===== src/rtl/clock_set_ctrl.sv =====
// Mode/set controller for the hh:mm:ss clock: one-second tick prescaler plus the
// button-driven time-set FSM that freezes the clock, edits a field and loads it back.
module clock_set_ctrl #(
   parameter int         CLK_DIV = 50_000_000,
   parameter logic [5:0] SEC_MAX = 6'd59,
   parameter logic [5:0] MIN_MAX = 6'd59,
   parameter logic [5:0] HRS_MAX = 6'd23
) (
   input  logic       clk,
   input  logic       reset,
   input  logic       mode_btn,
   input  logic       inc_btn,
   input  logic       dec_btn,
   input  logic [5:0] cur_sec,
   input  logic [5:0] cur_min,
   input  logic [5:0] cur_hrs,
   output logic       tick_en,
   output logic       load,
   output logic [5:0] set_sec,
   output logic [5:0] set_min,
   output logic [5:0] set_hrs,
   output logic [1:0] edit_field,
   output logic       blink
);

   localparam int            PW         = $clog2(CLK_DIV);
   localparam logic [PW-1:0] PRESC_LAST = PW'(CLK_DIV - 1);
   localparam logic [PW-1:0] PRESC_HALF = PW'(CLK_DIV / 2);

   typedef enum logic [2:0] {
      ST_RUN     = 3'd0,
      ST_SET_HRS = 3'd1,
      ST_SET_MIN = 3'd2,
      ST_SET_SEC = 3'd3,
      ST_COMMIT  = 3'd4
   } state_t;

   function automatic logic [5:0] wrap_inc(input logic [5:0] v, input logic [5:0] max);
      if (v >= max) return 6'd0;
      else          return v + 6'd1;
   endfunction

   function automatic logic [5:0] wrap_dec(input logic [5:0] v, input logic [5:0] max);
      if (v == 6'd0) return max;
      else           return v - 6'd1;
   endfunction

   state_t        state_r, state_next_s;
   logic [PW-1:0] presc_r, presc_next_s;
   logic          tick_en_r, tick_next_s;
   logic          load_r, load_next_s;
   logic          blink_r, blink_next_s;
   logic [1:0]    edit_field_r, edit_field_next_s;
   logic [5:0]    set_sec_r, set_min_r, set_hrs_r;
   logic [5:0]    set_sec_next_s, set_min_next_s, set_hrs_next_s;
   logic          edit_s, in_set_next_s;

   // Mode wins over edits, and inc together with dec cancels out.
   assign edit_s = !mode_btn && (inc_btn ^ dec_btn);

   // Next-state logic: mode_btn walks the edit states; COMMIT always falls back to RUN.
   always_comb begin
      state_next_s = state_r;
      case (state_r)
         ST_RUN:     if (mode_btn) state_next_s = ST_SET_HRS; else state_next_s = ST_RUN;
         ST_SET_HRS: if (mode_btn) state_next_s = ST_SET_MIN; else state_next_s = ST_SET_HRS;
         ST_SET_MIN: if (mode_btn) state_next_s = ST_SET_SEC; else state_next_s = ST_SET_MIN;
         ST_SET_SEC: if (mode_btn) state_next_s = ST_COMMIT;  else state_next_s = ST_SET_SEC;
         ST_COMMIT:  state_next_s = ST_RUN;
         default:    state_next_s = ST_RUN;
      endcase
   end

   // Output and datapath next values; every output is registered from these.
   always_comb begin
      if (state_next_s == ST_COMMIT)  presc_next_s = '0;
      else if (presc_r == PRESC_LAST) presc_next_s = '0;
      else                            presc_next_s = presc_r + PW'(1'b1);

      tick_next_s   = (state_r == ST_RUN) && (presc_r == PRESC_LAST);
      load_next_s   = (state_next_s == ST_COMMIT);
      in_set_next_s = (state_next_s == ST_SET_HRS) || (state_next_s == ST_SET_MIN) ||
                      (state_next_s == ST_SET_SEC);
      blink_next_s  = in_set_next_s && (presc_next_s >= PRESC_HALF);

      case (state_next_s)
         ST_SET_HRS: edit_field_next_s = 2'd1;
         ST_SET_MIN: edit_field_next_s = 2'd2;
         ST_SET_SEC: edit_field_next_s = 2'd3;
         default:    edit_field_next_s = 2'd0;
      endcase

      set_hrs_next_s = set_hrs_r;
      set_min_next_s = set_min_r;
      set_sec_next_s = set_sec_r;
      case (state_r)
         ST_RUN: begin
            if (mode_btn) begin
               set_hrs_next_s = cur_hrs;
               set_min_next_s = cur_min;
               set_sec_next_s = cur_sec;
            end else begin
               set_hrs_next_s = set_hrs_r;
            end
         end
         ST_SET_HRS: begin
            if (edit_s) set_hrs_next_s = inc_btn ? wrap_inc(set_hrs_r, HRS_MAX) : wrap_dec(set_hrs_r, HRS_MAX);
            else        set_hrs_next_s = set_hrs_r;
         end
         ST_SET_MIN: begin
            if (edit_s) set_min_next_s = inc_btn ? wrap_inc(set_min_r, MIN_MAX) : wrap_dec(set_min_r, MIN_MAX);
            else        set_min_next_s = set_min_r;
         end
         ST_SET_SEC: begin
            if (edit_s) set_sec_next_s = inc_btn ? wrap_inc(set_sec_r, SEC_MAX) : wrap_dec(set_sec_r, SEC_MAX);
            else        set_sec_next_s = set_sec_r;
         end
         default: set_hrs_next_s = set_hrs_r;
      endcase
   end

   // State, prescaler and output registers; reset drops any edit in progress without a load.
   always_ff @(posedge clk) begin
      if (reset) begin
         state_r      <= ST_RUN;
         presc_r      <= '0;
         tick_en_r    <= 1'b0;
         load_r       <= 1'b0;
         blink_r      <= 1'b0;
         edit_field_r <= 2'd0;
         set_hrs_r    <= 6'd0;
         set_min_r    <= 6'd0;
         set_sec_r    <= 6'd0;
      end else begin
         state_r      <= state_next_s;
         presc_r      <= presc_next_s;
         tick_en_r    <= tick_next_s;
         load_r       <= load_next_s;
         blink_r      <= blink_next_s;
         edit_field_r <= edit_field_next_s;
         set_hrs_r    <= set_hrs_next_s;
         set_min_r    <= set_min_next_s;
         set_sec_r    <= set_sec_next_s;
      end
   end

   assign tick_en    = tick_en_r;
   assign load       = load_r;
   assign blink      = blink_r;
   assign edit_field = edit_field_r;
   assign set_hrs    = set_hrs_r;
   assign set_min    = set_min_r;
   assign set_sec    = set_sec_r;

endmodule

===== config.mk =====
export PLATFORM = sky130hd
export DESIGN_NAME = clock_set_ctrl
export DESIGN_NICKNAME = d
export VERILOG_FILES = /design/src/rtl/clock_set_ctrl.sv
export SDC_FILE = /design/constraint.sdc
export NUM_CORES = 1
export LEC_CHECK = 0
export CORE_AREA = 2 2 104 81
export DETAILED_ROUTE_END_ITERATION = 6
export DIE_AREA = 0 0 106 83
export PLACE_DENSITY_LB_ADDON = 0.3
export SYNTH_ARGS = -nofsm -noshare
export SYNTH_HDL_FRONTEND = slang
export SYNTH_SLANG_ARGS = --single-unit

===== constraint.sdc =====
create_clock -name clk -period 2.8 [get_ports clk]
set_clock_uncertainty 0.15 [all_clocks]
set_input_delay 0.56 -clock clk [delete_from_list [all_inputs] [get_ports clk]]
set_output_delay 0.56 -clock clk [all_outputs]
set_load 0.05 [all_outputs]

After elaboration in Yosys (flattened, before gate mapping)
Cells that the tools add are included.
{ "classes": {"n_bitwise": 1, "magnitude_cmp": 4, "mux": 26, "add_sub_neg": 7, "reduce_logical": 16, "eq_ne": 12} }
{ "op_table": {"columns": ["operator", "n"], "rows": [
  ["two-way mux 6 bit", 15],
  ["two-way mux 26 bit", 2],
  ["case mux 6 bit (2 select lines)", 3],
  ["adder 26 x 1 -> 26 bit, second input constant", 1],
  ["== test 26 bit, second input constant", 1],
  ["greater-or-equal comparator 26 x 25 -> 1 bit, second input constant", 1],
  ["adder 6 x 1 -> 6 bit, second input constant", 3],
  ["logical NOT 6 bit", 3],
  ["subtractor 6 x 1 -> 6 bit, second input constant", 3],
  ["== test 3 x 2 -> 1 bit, second input constant", 4],
  ["greater-or-equal comparator 6 bit, second input constant", 2],
  ["case mux 3 bit (4 select lines)", 1],
  ["AND reduction 3 bit", 3],
  ["!= test 2 bit, second input constant", 4],
  ["== test 3 x 1 -> 1 bit, second input constant", 2],
  ["greater-or-equal comparator 6 x 5 -> 1 bit, second input constant", 1],
  ["case mux 2 bit (3 select lines)", 1],
  ["nonzero test 2 bit", 3],
  ["== test 3 bit, second input constant", 1],
  ["logical AND 1 bit", 3],
  ["logical NOT 3 bit", 1],
  ["two-way mux 3 bit", 1],
  ["logical OR 1 bit", 2],
  ["two-way mux 1 bit", 2],
  ["3 further kinds", 3]
]} }
{ "word_totals": {"output_inout_bits": 23, "wordCells": 75, "input_bits": 23, "regBits": 52} }

Depth between registers and ports, before layout
Gate-level depths: netlist (run 1).
{ "logic_depth": {"word_depth": 6, "ltp_mapped": 9, "depth_no_buf": 8} }

Worst setup path after synthesis (run 1)
No wires, ideal clock.
{ "synth_timing": {"path_kind": "register to register", "start": "register set_min_r[1] (netlist: set_min[1])", "end": "register set_min_r[3] (netlist: set_min[3])", "synth_period_minus_slack_ps": 2386, "stages_incl_launch_ff": 9, "setup_ps": 128, "path_buffers": 0, "path_slack_ps": 414, "t_required_ps": 2522, "arrival_time_ps": 2108, "path_cell_list": "dfxtp_1 ha_1 o2111ai_1 a311oi_1 a31oi_1 nor4_1 nor3_1 a21oi_1 nor2_1"} }
{ "synth_via": {"elab_chain_len": 5, "word_cells_on_any_way": 9, "cone_classes": "add/sub (2); order compare (1); mux (5); reduce/logical (1)"} }
{ "synth_lines": {"columns": ["item", "line_no", "rtl"], "rows": [
  ["from (decl)", "54", "logic [5:0] set_sec_r, set_min_r, set_hrs_r;"],
  ["from (signal assigned)", "142", "set_min_r <= set_min_next_s;"],
  ["subtractor 6 x 1 -> 6 bit, or another cell as far along", "45", "else return v - 6'd1;"],
  ["two-way mux 6 bit, on equally long branches", "44, 39", null],
  ["two-way mux 6 bit (*) (2 in a row)", "111", "if (edit_s) set_min_next_s = inc_btn ? wrap_inc(set_min_r, MIN_MAX) : wrap_dec(set_min_r, MIN_MAX);"],
  ["case mux 6 bit (2 select lines) (*)", "96", "case (state_r)"]
]} }
Every way passes the cells marked *; elsewhere a longest branch is shown, timed or not. The select of a mux whose other input is x is not followed.
A chain may end at the register's enable or synchronous reset.

Worst setup path in the final report (run 1)
{ "layout_timing": {"start": "register set_hrs_r[2] (netlist: set_hrs[2])", "end": "output port set_hrs[2]"} }
{ "layout_lines": {"columns": ["item", "line_no", "rtl"], "rows": [
  ["from (decl)", "54", null],
  ["from (signal assigned)", "141", "set_hrs_r <= set_hrs_next_s;"],
  ["to (decl)", "21", "output logic [5:0] set_hrs,"]
]} }
No word-level cell between the ends.

==> results of run 1 <==
==> cells in the mapped netlist, drive strengths merged, types with 4 or more instances <==
library cell,count
a211oi,6
a21o,6
a21oi,23
a221oi,4
a311oi,4
a31oi,7
and2,8
and3,9
buf,4
clkbuf,22
dfxtp,52
ha,10
inv,9
nand2,48
nand3,14
nand3b,4
nand4,8
nor2,61
nor2b,5
nor3,18
nor4,7
nor4b,5
o211ai,10
o21ai,25
or3,4
xnor2,14
xor2,18
==> registers in the layout, summed over array words and instances, names as in the netlist <==
register	count
tick_en	1
state_r	3
presc_r	26
edit_field	2
load	1
set_min	6
set_hrs	6
set_sec	6
blink	1
==> layout make-up <==
cell class / instances / share of cell area
multi-input combinational: 355 / 0.5401
sequential: 52 / 0.2556
timing repair buffer: 56 / 0.1339
tap: 105 / 0.03226
clock buffer: 6 / 0.02028
clock inverter: 2 / 0.009524
inverter: 9 / 0.008295
==> kinds of logic after synthesis <==
kind of cell,Yosys count,share of synthesized area
fa+ha+maj,10,0.03706
mux,1,0.002965
buf+inv,35,0.04003
simple gates,203,0.3125
xor+xnor,32,0.08302
compound gates,109,0.2161
flops,52,0.3084
==> per-layer routing <==
layer  part of all wire  up-vias  global-route usage
met5                  0        -                   0
met2               0.40      141              0.2757
met3              0.074        6             0.03532
met1               0.52     1558              0.3162
met4             0.0084        0             0.04545
li1                   -     1677                   -
==> power groups by stage <==
| stage | clock network [mW] | registers [mW] | logic, mW |
|---|---|---|---|
| detailed placement | 0 | 0.874 | 0.532 |
| finish | 0.561 | 0.858 | 0.538 |
| global placement | 0 | 0.872 | 0.523 |
| CTS | 0.572 | 0.857 | 0.535 |
| floorplan | 0 | 0.934 | 0.296 |
| global route | 0.612 | 0.868 | 0.588 |
==> final timing paths <==
path,start,endpoint,slack (ns),cells past startpoint
worst max-delay path,set_hrs[2],set_hrs[2],0.29,1
worst min-delay path,presc_r[0],presc_r[0],0.33,1
worst max register to register,set_min[1],set_min[2],0.47,7
worst min register to register,presc_r[0],presc_r[0],0.33,1
==> summary.txt, run 1 <==
Final layout
  • Fraction of final layout cells sized beyond drive strength 1: 0.05417
  • Fraction of the core area covered by cells at the end of the flow: 0.5260
  • Commonest cells after routing, fill and taps aside: sky130_fd_sc_hd__nor2_1, sky130_fd_sc_hd__dfxtp_1, sky130_fd_sc_hd__nand2_1
  • Area of the multi-input gates: about 0.0022 mm2
  • Post-route cell area: about 0.004 mm2
  • Ant. Diodes: 0
  • Register cell area after layout: around 0.0010 mm2
  • Final-stage net count: approximately 510
  • Area Growth Syn to Fin: 20.65%
  • Most common cell after layout, fill and taps aside: sky130_fd_sc_hd__nor2_1
  • Final cell count without fillers: 585
  • Number of fillers in the final layout: ~730

Synthesis
  • Synth top area share: 0.3084
  • Number of nets produced by synthesis: ~480
  • Mean instance size in the synthesized netlist: approximately 7.6 um2
  • Largest area contributor in the synthesized netlist: sky130_fd_sc_hd__dfxtp_1
  • YS warnings: 0
  • Portion of the post-synthesis area used by sequential elements: 0.3084
  • Synth Register Bits: 52
  • Total standard cell area after synthesis: around 0.0034 mm2
  • Largest cells by area after synthesis: sky130_fd_sc_hd__dfxtp_1, sky130_fd_sc_hd__nor2_1, sky130_fd_sc_hd__nand2_1
  • Post-synthesis async set-or-reset flop share: 0
  • Unique masters post-synth: just under 60
  • Post-Synthesis Cells: 442
  • Post-synth EDFFs: 0
  • Most used DFF post-synth: sky130_fd_sc_hd__dfxtp_1

Power
  • Proportion of power drawn by the clock network: 0.287
  • Power Internal: between 1 and 1.5 mW
  • Proportion of power drawn by combinational gates: 0.275
  • Total power per unit cell area: around 480 mW/mm2
  • Switching share of power: 0.3423
  • Total power of the final layout: about 2 mW
  • Maximum vdd ir drop: 0.2588 mV
  • Seq pwr share: 0.438
  • Net switching power of the design: between 600 and 700 uW
  • Lkg Pwr: 1.464 nW

Global route
  • Global-route wire length before repair: ~15 mm
  • Number of antenna violations at the first check in global routing: 0
  • Vias in the first global route: about 3000
  • Pin count of the biggest net entering global routing: 25
  • GRT Resource Usage Total: 0.1998
  • Global route total overflow: 0

STA
  • Number of max-slew violations in the final report: 0
  • Hold Vio Cnt, Final: 0
  • Setup WS post-layout: about 0.29 ns
  • Setup total negative slack: 0 ns
  • Portion of the clock cycle consumed by the worst path in the final layout: 0.8973
  • Final hold slack: 0.3256 ns
  • Achievable Freq: around 400 MHz
  • Final setup viols: 0
  • Transition time of the tightest slew-check pin: around 0.80 ns
  • Worst slew margin relative to its limit: 0.4642
  • RSZ-0062 raised after global routing: no
  • Time the worst path needs with I/O delays and setup: around 2.5 ns

Floorplan
  • Die extent in x: between 100 and 150 um
  • Boundary pin count: between 40 and 50
  • Overall die area: ~0.0088 mm2
  • Initial Utilization: 0.4360
  • Vertical die dimension: 83 um
  • Core Area: 0.007742 mm2
  • Number of rows in the core area: 28

Worst setup path
  • Req. time, crit path: around 2.1 ns
  • List of cells traversed by the critical path: clkdlybuf4s50_1
  • Slowest stage cell, crit path: sky130_fd_sc_hd__clkdlybuf4s50_1
  • Top delay family on crit path: buffers and inverters
  • Startpoint Class: register
  • Category of the worst setup path capture point: output pin
  • Max FO, Critical Path: 12
  • Setup Crit Path Kind: reg -> out
  • Largest stage delay, worst path: approximately 0.89 ns
  • Worst EP arrival: between 1.5 and 2 ns
  • WP buf/inv: 1

Placement
  • Port Buffer Count: 45
  • Cell Count Post-Placement: approximately 580
  • Pre-CTS setup slack: between 0.1 and 0.15 ns
  • Final Wtd Congestion: approximately 0.85
  • Dpl hpwl: approximately 6.2 mm
  • Area after detailed placement: 0.003951 mm2

Drt
  • Via-to-Cell Ratio: just under 6
  • Starting DRC count in detailed routing: 256
  • Number of vias in the routed layout: 3382
  • Post-detailed-route count of antenna-violating nets: 0
  • Wire length after detailed routing: about 8.6 mm
  • DR DRC count: 0
  • Wire per inst: 14.74 um
  • TritonRoute pass-1 iters: 5

CTS
  • Root buf cell: sky130_fd_sc_hd__clkbuf_8
  • Number of cells upsized or downsized after cts: 0
  • H-tree depth: 2
  • Clock slew seen by the registers of the worst setup and hold paths: approximately 0.090 ns
  • TritonCTS clock tree: built
  • Clock Sink Count: 52
  • Post-CTS setup buffer count: 0
  • CTS buffer count: 5
  • Clk_lat worst skew: a little over 0.3 ns
  • Maximum buffer depth of the clock tree: 2
  • Quantity of hold-fixing buffers added after cts: 0

Outcome
  • Result of the run: complete, no violations

Worst hold path
  • Class of the worst hold path: reg -> reg

Flow run
  • Max capacitance violation total: 0
Power figures use the tool's default switching activity.
==> run 2, diff against run 1 <==
--- a/config.mk
+++ b/config.mk
@@ -5,9 +5,10 @@
 export SDC_FILE = /design/constraint.sdc
 export NUM_CORES = 1
 export LEC_CHECK = 0
-export CORE_AREA = 2 2 104 81
+export ABC_AREA = 1
+export CORE_AREA = 2 2 108 84
 export DETAILED_ROUTE_END_ITERATION = 6
-export DIE_AREA = 0 0 106 83
+export DIE_AREA = 0 0 110 86
 export PLACE_DENSITY_LB_ADDON = 0.3
 export SYNTH_ARGS = -nofsm -noshare
 export SYNTH_HDL_FRONTEND = slang
==> run 2 against run 1 <==
Register-to-register slack about the same. Final area up 8.2%. Combinational power up 3.9%. Flip-flop and latch count unchanged. First-iteration DRC count up 55%. Total power down 1.6%. Global-route usage up 3.4 points. Critical path depth unchanged. Worst hold slack better by 0.031 ns. Fmax up 5.3%. Sequential power down 2%.
==> summary.txt, run 2 <==
Synthesis
  • Synth top area share: 0.2806
  • Most used DFF post-synth: sky130_fd_sc_hd__dfxtp_1
  • Mean instance size in the synthesized netlist: around 6.3 um2
  • Post-synthesis async set-or-reset flop share: 0
  • Largest cells by area after synthesis: sky130_fd_sc_hd__dfxtp_1, sky130_fd_sc_hd__nand2_1, sky130_fd_sc_hd__nor2_1
  • Largest area contributor in the synthesized netlist: sky130_fd_sc_hd__dfxtp_1
  • Total standard cell area after synthesis: around 0.0037 mm2
  • Number of nets produced by synthesis: about 630
  • Unique masters post-synth: 37
  • Synth Register Bits: between 50 and 60
  • Post-synth EDFFs: 0
  • Portion of the post-synthesis area used by sequential elements: 0.2806
  • Most common cell in the netlist: sky130_fd_sc_hd__nand2_1
  • YS warnings: 0
  • Post-Synthesis Cells: 592
  • Top cell types by occurrence after synthesis: sky130_fd_sc_hd__nand2_1, sky130_fd_sc_hd__nor2_1, sky130_fd_sc_hd__inv_1, sky130_fd_sc_hd__dfxtp_1, sky130_fd_sc_hd__nand3_1

Drt
  • Via-to-Cell Ratio: around 5.4
  • TritonRoute pass-1 iters: 5
  • Post-detailed-route count of antenna-violating nets: 0
  • DR DRC count: 0
  • Wire per inst: approximately 14 um
  • Starting DRC count in detailed routing: 397
  • Number of vias in the routed layout: 4008
  • Wire length after detailed routing: ~11 mm

Global route
  • Met3 global-route usage: 0.04027
  • Number of antenna violations at the first check in global routing: 0
  • Global routing met1 resource utilization: 0.3602
  • Global routing usage on met2: 0.3324
  • Global route total overflow: 0
  • Pin count of the biggest net entering global routing: 34
  • Global-route wire length before repair: 17.58 mm
  • GRT Resource Usage Total: 0.2338
  • Vias in the first global route: 3636
  • Most Used Layer, Global Route: met1

Power
  • Total power per unit cell area: between 400 and 500 mW/mm2
  • Lkg Pwr: 1.840 nW
  • Total power of the final layout: between 1.5 and 2 mW
  • Maximum vdd ir drop: 0.2595 mV

CTS
  • H-tree depth: 2
  • Clock slew seen by the registers of the worst setup and hold paths: around 0.1 ns
  • Root buf cell: sky130_fd_sc_hd__clkbuf_8
  • Number of cells upsized or downsized after cts: 0
  • CTS buffer count: 5
  • Maximum buffer depth of the clock tree: 2
  • Post-CTS setup buffer count: 0
  • TritonCTS clock tree: built
  • Quantity of hold-fixing buffers added after cts: 0
  • Clock Sink Count: 52
  • Clk_lat worst skew: about 0.31 ns

Placement
  • Final Wtd Congestion: 1.009
  • Port Buffer Count: 45
  • Pre-CTS setup slack: ~0.20 ns
  • Cell Count Post-Placement: 740
  • Dpl hpwl: around 8.4 mm
  • Area after detailed placement: 0.004295 mm2

Floorplan
  • Initial Utilization: 0.4465
  • Core Area: approximately 0.0083 mm2
  • Die extent in x: around 110 um
  • Boundary pin count: 46
  • Vertical die dimension: between 80 and 90 um
  • Number of rows in the core area: 29
  • Overall die area: between 0.009 and 0.01 mm2

Final layout
  • Area Growth Syn to Fin: 18.79%
  • Most common cell after layout, fill and taps aside: sky130_fd_sc_hd__nand2_1
  • Number of flip-flops in the largest register: 26
  • Register name with the most flops: presc_r
  • Fraction of the core area covered by cells at the end of the flow: 0.5303
  • Final cell count without fillers: 748
  • Post-route cell area: about 0.0044 mm2
  • Final-stage net count: around 670
  • Commonest cells after routing, fill and taps aside: sky130_fd_sc_hd__nand2_1, sky130_fd_sc_hd__nor2_1, sky130_fd_sc_hd__inv_1
  • Number of fillers in the final layout: between 800 and 900
  • Ant. Diodes: 0
  • Fraction of final layout cells sized beyond drive strength 1: 0.06719

Worst setup path
  • Worst reg2reg path depth: 15
  • Req. time, crit path: ~2.1 ns
  • Category of the worst setup path capture point: output pin
  • Largest stage delay, worst path: 0.86 ns
  • Top delay family on crit path: buffers and inverters
  • WP buf/inv: 1
  • Worst EP arrival: around 1.7 ns
  • Max FO, Critical Path: 7
  • Setup Crit Path Kind: reg -> out
  • Total stage count of the critical path: 1
  • Slowest stage cell, crit path: sky130_fd_sc_hd__clkdlybuf4s50_1
  • Startpoint Class: register
  • List of cells traversed by the critical path: clkdlybuf4s50_1

STA
  • Final setup viols: 0
  • Hold Vio Cnt, Final: 0
  • Number of max-slew violations in the final report: 0
  • Portion of the clock cycle consumed by the worst path in the final layout: 0.8521
  • RSZ-0062 raised after global routing: no
  • Time the worst path needs with I/O delays and setup: about 2.4 ns
  • Transition time of the tightest slew-check pin: 0.5276 ns
  • Setup WS post-layout: 0.4140 ns
  • Achievable Freq: about 420 MHz
  • Worst slew margin relative to its limit: 0.6479
  • Setup total negative slack: 0 ns
  • Final hold slack: about 0.36 ns

Worst hold path
  • Number of stages on the worst hold path: 1
  • Class of the worst hold path: reg -> reg

Flow run
  • Max capacitance violation total: 0

Outcome
  • Result of the run: complete, no violations
-- run 2: changes by cell type in the layout (fill, tap and decap cells not counted), sizes merged, moves of 7 or more --
cell and delta:
nand2 +81, inv +72, nor2 +52, nand3 +31, a21oi +12, xnor2 -11, and3 -9, and2 -7
nand4 +7
-- run 2: report_power, final --
group	switching [mW]	internal, mW
Sequential	0.0594	0.779
Combinational	0.354	0.205
Clock	0.264	0.265
-- run 2: final timing paths --
check                  start    endpoint  slack (ns)
hold reg to reg   presc_r[0]  presc_r[0]        0.36
hold / removal    presc_r[0]  presc_r[0]        0.36
setup reg to reg  presc_r[0]       blink        0.46
setup / recovery  set_hrs[3]  set_hrs[3]        0.41
-- run 2: layer usage --
metal,vias up,part of all wire
met5,-,0
met4,0,0.0095
met3,8,0.065
met2,134,0.42
met1,1825,0.51
li1,2041,-
-- run 2: cell type report --
cell class / count / area, um2 / share of cell area
multi-input cells: 447 / 2316 / 0.5256
flip-flops and latches: 52 / 1041 / 0.2362
repair buffers: 51 / 495.5 / 0.1124
inverters: 82 / 307.8 / 0.06985
well taps: 108 / 135.1 / 0.03066
clock buffers: 5 / 68.82 / 0.01562
clock inverters: 3 / 42.54 / 0.009654
-- run 2: cell families after synthesis --
kind of cell             synth area share
AO/OA/AOI/OAI                      0.1558
flip-flops                         0.2806
XOR/XNOR                          0.04014
adder cells (fa/ha/maj)           0.03373
buffers and inverters             0.09511
AND/OR/NAND/NOR                    0.3946
==> run 3, diff against run 2 <==
--- a/config.mk
+++ b/config.mk
@@ -9,6 +9,7 @@
 export CORE_AREA = 2 2 108 84
 export DETAILED_ROUTE_END_ITERATION = 6
 export DIE_AREA = 0 0 110 86
+export GPL_ROUTABILITY_DRIVEN = 1
 export PLACE_DENSITY_LB_ADDON = 0.3
 export SYNTH_ARGS = -nofsm -noshare
 export SYNTH_HDL_FRONTEND = slang
==> results of run 3 <==
No change in the layout: final DEF, timing and power equal those of run 2.
